--- src/rtl/spi_controller.sv ---
// SPI master that issues 16-bit register frames: a {rw, pad, addr} header byte, then one data byte.
// Every SPI pin is driven from a flop; a low ena freezes the whole block in place.
module spi_controller #(
    parameter int CLK_DIV    = 4,
    parameter int ADDR_WIDTH = 3,
    parameter int REG_WIDTH  = 8
) (
    input  logic                  clk,
    input  logic                  rst_n,
    input  logic                  ena,
    input  logic                  start,
    input  logic                  rw,
    input  logic [ADDR_WIDTH-1:0] addr,
    input  logic [REG_WIDTH-1:0]  wdata,
    input  logic [1:0]            mode,
    output logic                  busy,
    output logic                  done,
    output logic [REG_WIDTH-1:0]  rdata,
    output logic                  spi_cs_n,
    output logic                  spi_clk,
    output logic                  spi_mosi,
    input  logic                  spi_miso
);
    localparam int FRAME_BITS = 8 + REG_WIDTH;
    localparam int NUM_HALF   = 2 * FRAME_BITS;
    localparam int HW         = $clog2(NUM_HALF);
    localparam logic [7:0]    H_LAST    = 8'(CLK_DIV - 1);
    localparam logic [HW-1:0] HALF_LAST = HW'(NUM_HALF - 1);

    localparam logic [2:0] ST_IDLE  = 3'd0;
    localparam logic [2:0] ST_SETUP = 3'd1;
    localparam logic [2:0] ST_SHIFT = 3'd2;
    localparam logic [2:0] ST_HOLD  = 3'd3;
    localparam logic [2:0] ST_GAP   = 3'd4;

    logic [2:0]            state_q, state_d;
    logic [7:0]            hcnt_q, hcnt_d;
    logic [HW-1:0]         half_q, half_d;
    logic [FRAME_BITS-1:0] tx_q, tx_d;
    logic [REG_WIDTH-1:0]  rx_q, rx_d;
    logic [REG_WIDTH-1:0]  rdata_q, rdata_d;
    logic                  cpha_q, cpha_d;
    logic                  busy_q, busy_d;
    logic                  done_q, done_d;
    logic                  cs_n_q, cs_n_d;
    logic                  sclk_q, sclk_d;
    logic                  mosi_q, mosi_d;
    logic                  hc_last_s;
    logic                  edge_s;
    logic [HW-1:0]         edge_idx_s;

    function automatic logic [FRAME_BITS-1:0] build_frame(
        input logic                  rw_i,
        input logic [ADDR_WIDTH-1:0] addr_i,
        input logic [REG_WIDTH-1:0]  data_i
    );
        logic [7:0]           hdr;
        logic [REG_WIDTH-1:0] body;
        hdr                   = 8'h00;
        hdr[ADDR_WIDTH-1:0]   = addr_i;
        hdr[7]                = rw_i;
        body                  = rw_i ? data_i : {REG_WIDTH{1'b0}};
        return {hdr, body};
    endfunction

    // SPI clock edges: one on leaving SETUP, one at the end of every SHIFT half-period but the last.
    always_comb begin
        hc_last_s  = (hcnt_q == H_LAST);
        edge_s     = 1'b0;
        edge_idx_s = '0;
        case (state_q)
            ST_SETUP: begin
                edge_s     = hc_last_s;
                edge_idx_s = '0;
            end
            ST_SHIFT: begin
                edge_s     = hc_last_s && (half_q != HALF_LAST);
                edge_idx_s = half_q + HW'(1);
            end
            default: begin
                edge_s     = 1'b0;
                edge_idx_s = '0;
            end
        endcase
    end

    // Next-state and next-output computation; everything holds while ena is low.
    always_comb begin
        state_d = state_q;
        hcnt_d  = hcnt_q;
        half_d  = half_q;
        tx_d    = tx_q;
        rx_d    = rx_q;
        rdata_d = rdata_q;
        cpha_d  = cpha_q;
        busy_d  = busy_q;
        done_d  = done_q;
        cs_n_d  = cs_n_q;
        sclk_d  = sclk_q;
        mosi_d  = mosi_q;
        if (ena) begin
            done_d = 1'b0;
            hcnt_d = hc_last_s ? 8'h00 : hcnt_q + 8'h01;
            // Even edge indices are leading edges; the sample edge type is selected by cpha.
            if (edge_s) begin
                sclk_d = ~sclk_q;
                if (edge_idx_s[0] == cpha_q) begin
                    rx_d = {rx_q[REG_WIDTH-2:0], spi_miso};
                end else if ((edge_idx_s != '0) && (edge_idx_s != HALF_LAST)) begin
                    tx_d   = {tx_q[FRAME_BITS-2:0], 1'b0};
                    mosi_d = tx_q[FRAME_BITS-2];
                end else begin
                    tx_d = tx_q;
                end
            end else begin
                sclk_d = sclk_q;
            end
            case (state_q)
                ST_IDLE: begin
                    hcnt_d = 8'h00;
                    half_d = '0;
                    cs_n_d = 1'b1;
                    mosi_d = 1'b0;
                    sclk_d = mode[1];
                    busy_d = 1'b0;
                    if (start) begin
                        state_d = ST_SETUP;
                        busy_d  = 1'b1;
                        cs_n_d  = 1'b0;
                        cpha_d  = mode[0];
                        tx_d    = build_frame(rw, addr, wdata);
                        mosi_d  = tx_d[FRAME_BITS-1];
                    end else begin
                        state_d = ST_IDLE;
                    end
                end
                ST_SETUP: state_d = hc_last_s ? ST_SHIFT : ST_SETUP;
                ST_SHIFT: begin
                    if (hc_last_s) begin
                        if (half_q == HALF_LAST) begin
                            state_d = ST_HOLD;
                            half_d  = '0;
                        end else begin
                            state_d = ST_SHIFT;
                            half_d  = half_q + HW'(1);
                        end
                    end else begin
                        state_d = ST_SHIFT;
                    end
                end
                ST_HOLD: begin
                    if (hc_last_s) begin
                        state_d = ST_GAP;
                        cs_n_d  = 1'b1;
                        done_d  = 1'b1;
                        rdata_d = rx_q;
                        mosi_d  = 1'b0;
                    end else begin
                        state_d = ST_HOLD;
                    end
                end
                ST_GAP: begin
                    if (hc_last_s) begin
                        state_d = ST_IDLE;
                        busy_d  = 1'b0;
                    end else begin
                        state_d = ST_GAP;
                    end
                end
                default: begin
                    state_d = ST_IDLE;
                    cs_n_d  = 1'b1;
                    busy_d  = 1'b0;
                end
            endcase
        end else begin
            state_d = state_q;
        end
    end

    // State, counter and output registers.
    always_ff @(posedge clk or negedge rst_n) begin
        if (!rst_n) begin
            state_q <= ST_IDLE;
            hcnt_q  <= 8'h00;
            half_q  <= '0;
            tx_q    <= '0;
            rx_q    <= '0;
            rdata_q <= '0;
            cpha_q  <= 1'b0;
            busy_q  <= 1'b0;
            done_q  <= 1'b0;
            cs_n_q  <= 1'b1;
            sclk_q  <= 1'b0;
            mosi_q  <= 1'b0;
        end else begin
            state_q <= state_d;
            hcnt_q  <= hcnt_d;
            half_q  <= half_d;
            tx_q    <= tx_d;
            rx_q    <= rx_d;
            rdata_q <= rdata_d;
            cpha_q  <= cpha_d;
            busy_q  <= busy_d;
            done_q  <= done_d;
            cs_n_q  <= cs_n_d;
            sclk_q  <= sclk_d;
            mosi_q  <= mosi_d;
        end
    end

    assign busy     = busy_q;
    assign done     = done_q;
    assign rdata    = rdata_q;
    assign spi_cs_n = cs_n_q;
    assign spi_clk  = sclk_q;
    assign spi_mosi = mosi_q;

endmodule
--- config.mk ---
export PLATFORM = sky130hd
export DESIGN_NAME = spi_controller
export DESIGN_NICKNAME = d
export VERILOG_FILES = /design/src/rtl/spi_controller.sv
export SDC_FILE = /design/constraint.sdc
export NUM_CORES = 1
export LEC_CHECK = 0
export CAP_MARGIN = 20
export CORE_MARGIN = 10
export CORE_UTILIZATION = 45
export DETAILED_ROUTE_END_ITERATION = 8
export PLACE_DENSITY = 0.67
export SLEW_MARGIN = 20
export SYNTH_ARGS = -nofsm -noshare
export SYNTH_HDL_FRONTEND = slang
export SYNTH_SLANG_ARGS = --single-unit
--- constraint.sdc ---
create_clock -name clk -period 4.8 [get_ports clk]
set_clock_uncertainty 0.05 [all_clocks]
set_input_delay 1.44 -clock clk [delete_from_list [all_inputs] [get_ports clk]]
set_output_delay 1.44 -clock clk [all_outputs]
set_load 0.05 [all_outputs]
* After elaboration in Yosys (flattened, before gate mapping)
Cells that the tools add are included.
** Operators by class
- $add $sub $neg :: 2
- Multiply operators :: 0
- Divide/modulo/power cells :: 0
- Magnitude comparators :: 0
- Equal/unequal tests :: 12
- Shift operators :: 0
- Mux-type cells :: 36
- Bitwise operators :: 3
- Reductions and logical operators :: 15
** Operator list (count)
- $mux 16 :: 5
- $mux 8 :: 3
- $reduce_and 3->1 :: 6
- $mux 1 :: 15
- $mux 5 :: 3
- $pmux 3 s5 :: 1
- $ne 5x5->1 const B :: 2
- $pmux 5 s2 :: 1
- $mux 3 :: 3
- $add 8x1->8 const B :: 1
- $eq 8x2->1 const B :: 1
- $eq 3x2->1 const B :: 2
- $ne 2x2->1 const B :: 3
- $pmux 1 s3 :: 2
- $reduce_or 3->1 :: 2
- $add 5x1->5 const B :: 1
- $eq 5x5->1 const B :: 1
- $reduce_bool 5->1 :: 1
- $pmux 1 s2 :: 2
- $reduce_bool 2->1 :: 2
- $eq 3x1->1 const B :: 1
- $eq 3x3->1 const B :: 1
- $logic_not 3->1 :: 1
- $not 1->1 :: 3
- 4 further kinds :: 5
** Storage, ports and cells
- Flip-flop bits (word level) :: 54
- Latch bits :: 0
- Memory bits (writable) :: 0
- Memory bits (read-only) :: 0
- Word-level logic and storage cells :: 80
- Memories kept :: 0

* Depth between registers and ports, before layout
- Word-level depth :: 9
- Mapped depth :: 9
- Depth with buffers taken out :: 8

* Least setup slack after synthesis
OpenSTA, ideal clock, no wires.
- Kind :: input -> register
- From :: input ena
- To :: register tx_q[5]
- Setup time :: 0.127 ns
- Arrival :: 2.416 ns
- Path slack :: 2.208 ns
- Cell stages on the path :: 5
- Path buffers :: 2
- Cell sequence :: buf_4 > and3_1 > buf_4 > and3_1 > a221o_2
** RTL lines
- start, declared :: line 10 : input logic ena,
- end signal, assigned :: line 200 : tx_q <= tx_d;
- end, declared :: line 39 : logic [FRAME_BITS-1:0] tx_q, tx_d;

==> impl_metrics.tcl <==
set metrics [dict create \
    status "completed" \
    first_pass_iters 4 \
    fin_nets 276 \
    ctsResizeCount 0 \
    grt-ovfl-total 0 \
    ys_top_cells_by_area "dfrtp_1 50%, mux2_2 7.4%, xor2_1 3.4%, and3_1 2.9%, nor2_1 2.5%" \
    synth_top_cell_by_area "dfrtp_1" \
    grt_use_total_pct 12.0 \
    num_rows 27 \
    synth_most_common_cell "dfrtp_1" \
    vias 1785 \
    grt_max_degree 35 \
    dieArea_sq_um 9180 \
    power_density_nw_per_um2 481 \
    drc 0 \
    seqCellArea_sq_um 1330 \
    ys_dominant_reg_cell "dfrtp_1" \
    hold_violations 0 \
    synth_warnings 0 \
    cts_tree "yes" \
    start_util_pct 46.7 \
    arrival_ns 3.35 \
    seq_area_frac_synth_pct 51.3 \
    cts-root-buf "clkbuf_8" \
    synth_seq_cells 53 \
    clock_sinks 53 \
    core-area_sq_um 5540 \
    area_delta_synth_final_pct 16.5 \
    antenna_cells 0 \
    min_path_type "reg -> reg" \
    peakVddDrop_uv 289 \
    ios 32 \
    globalplace.congestion 0.773 \
    required_ns 4.95 \
    viasPerCell 5.46 \
    avgSynthCellArea_sq_um 11.4 \
    routed_wl_mm 5.20 \
    setup_violations 0 \
    die_w_um 95.8 \
    postCtsSetupBuffers 0 \
    synthArstFlopShare_pct 100 \
    wl_per_cell_um 15.9 \
    critPathLaunchType "primary input" \
    tightest_slew_ns 0.699 \
    synth_area_sq_um 2590 \
    ys_types 49 \
    clock_path_buffers 2 \
    synth_common_cells "52 x dfrtp_1, 17 x mux2_2, 17 x nor2_1, 15 x nand2_1" \
    htreeDepth 2 \
    die_h_um 95.8 \
    clk_latency_ns 0.32 \
    grt_antenna_before_repair 0 \
    max_slew_margin_pct 53.0 \
    grt_pass1_wl_mm 8.85 \
    postCtsHoldBufs 0 \
    synth-edff-count 0 \
    syn_nets 248 \
    period_needed_ns 3.20 \
    io_buffers 31 \
    path_max_fanout 15 \
    whs_ns 0.455 \
    fillers 510 \
    final.setup.tns_ns 0 \
    ant_nets 0 \
    post-synth-top-area-fraction_pct 50.3 \
    drtIter0Drc 99 \
    clk_pin_slew_ns 0.10 \
    fmax_ghz 0.313 \
    fin_area_sq_um 3010 \
    slew_violations 0 \
    power.total_mw 1.45 \
    drive_gt1_share_pct 18.4 \
    place_hpwl_mm 3.56 \
    multi_input_area_sq_um 1160 \
    cts_inserted_buffers 5 \
    crit_path_end_kind "register" \
    power_leakage_nw 1.43 \
    fin_util_pct 54.4 \
    synthCells 226 \
    place_area_sq_um 2920 \
    grt_pass1_vias 1808 \
    maxCapViolations 0 \
    post-route-period-util_pct 66.6 \
    rsz0062_at_grt "false" \
    worst-setup-path-type "in -> reg" \
]
routing by layer:
metal  global-route usage [%]  wire, um  up-vias
li1                         -         -      874
met1                     16.7      2620      873
met2                     17.0      2220       29
met3                     4.28       291        9
met4                     4.05        67        0
met5                        0         0        -
cells by family after synthesis:
kind of cell    share of synthesized area (%)
mux                                      7.40
buf+inv                                  3.97
flops                                    51.3
compound gates                           14.7
fa+ha+maj                                1.45
simple gates                             17.1
xor+xnor                                 4.06
sequential cells by signal, summed over array words and instances (netlist names), 3 cells and up:
register / cells
state_q: 3
rdata: 8
tx_q: 15
half_q: 5
rx_q: 8
hcnt_q: 8
metrics by stage:
stage	setup WS (ns)	cells
after floorplan	2.21	226
after global placement	1.30	319
after detailed placement	1.27	319
after CTS	1.61	327
after global routing	1.47	327
final	1.60	327
worst paths after layout:
check	from	cells after the start	end	slack, ns
max	ena	4	tx_q[2]$_DFFE_PN0P_	1.60
min	tx_q[13]$_DFFE_PN0P_	1	tx_q[14]$_DFFE_PN0P_	0.45
max reg2reg	half_q[0]$_DFFE_PN0P_	8	tx_q[2]$_DFFE_PN0P_	1.90
min reg2reg	tx_q[13]$_DFFE_PN0P_	1	tx_q[14]$_DFFE_PN0P_	0.45
max in group asynchronous	rst_n	2	spi_cs_n$_DFFE_PN1P_	2.85
min in group asynchronous	rst_n	1	rx_q[0]$_DFFE_PN0P_	1.00
worst max-delay path: stages:
cell             delay [ns]
clkdlybuf4s50_1        0.73
and3_1                 0.57
a31oi_4                0.16
a221o_2                0.44
where the power goes:
group          total, mW  internal (mW)  switching, mW
clock network      0.273          0.109          0.163
registers          0.679          0.558          0.121
logic              0.499          0.225          0.274
final cells by class:
class	instances	share of cell area (%)
inverter	6	0.747
multi-input combinational	155	38.4
sequential	53	44.0
timing repair buffer	33	10.6
clock inverter	3	0.955
tap	72	2.99
clock buffer	5	2.28
layout by cell type, fill, tap and decap left out, types with 5 or more instances in the layout:
cell / count
a221o_1: 5
a221o_2: 5
and3_1: 12
clkbuf_8: 5
clkdlybuf4s50_1: 30
dfrtp_1: 52
inv_1: 6
mux2_2: 17
nand2_1: 15
nor2_1: 17
o21ai_0: 12
xor2_1: 10
Note: power is estimated with default switching activity, not from simulation.
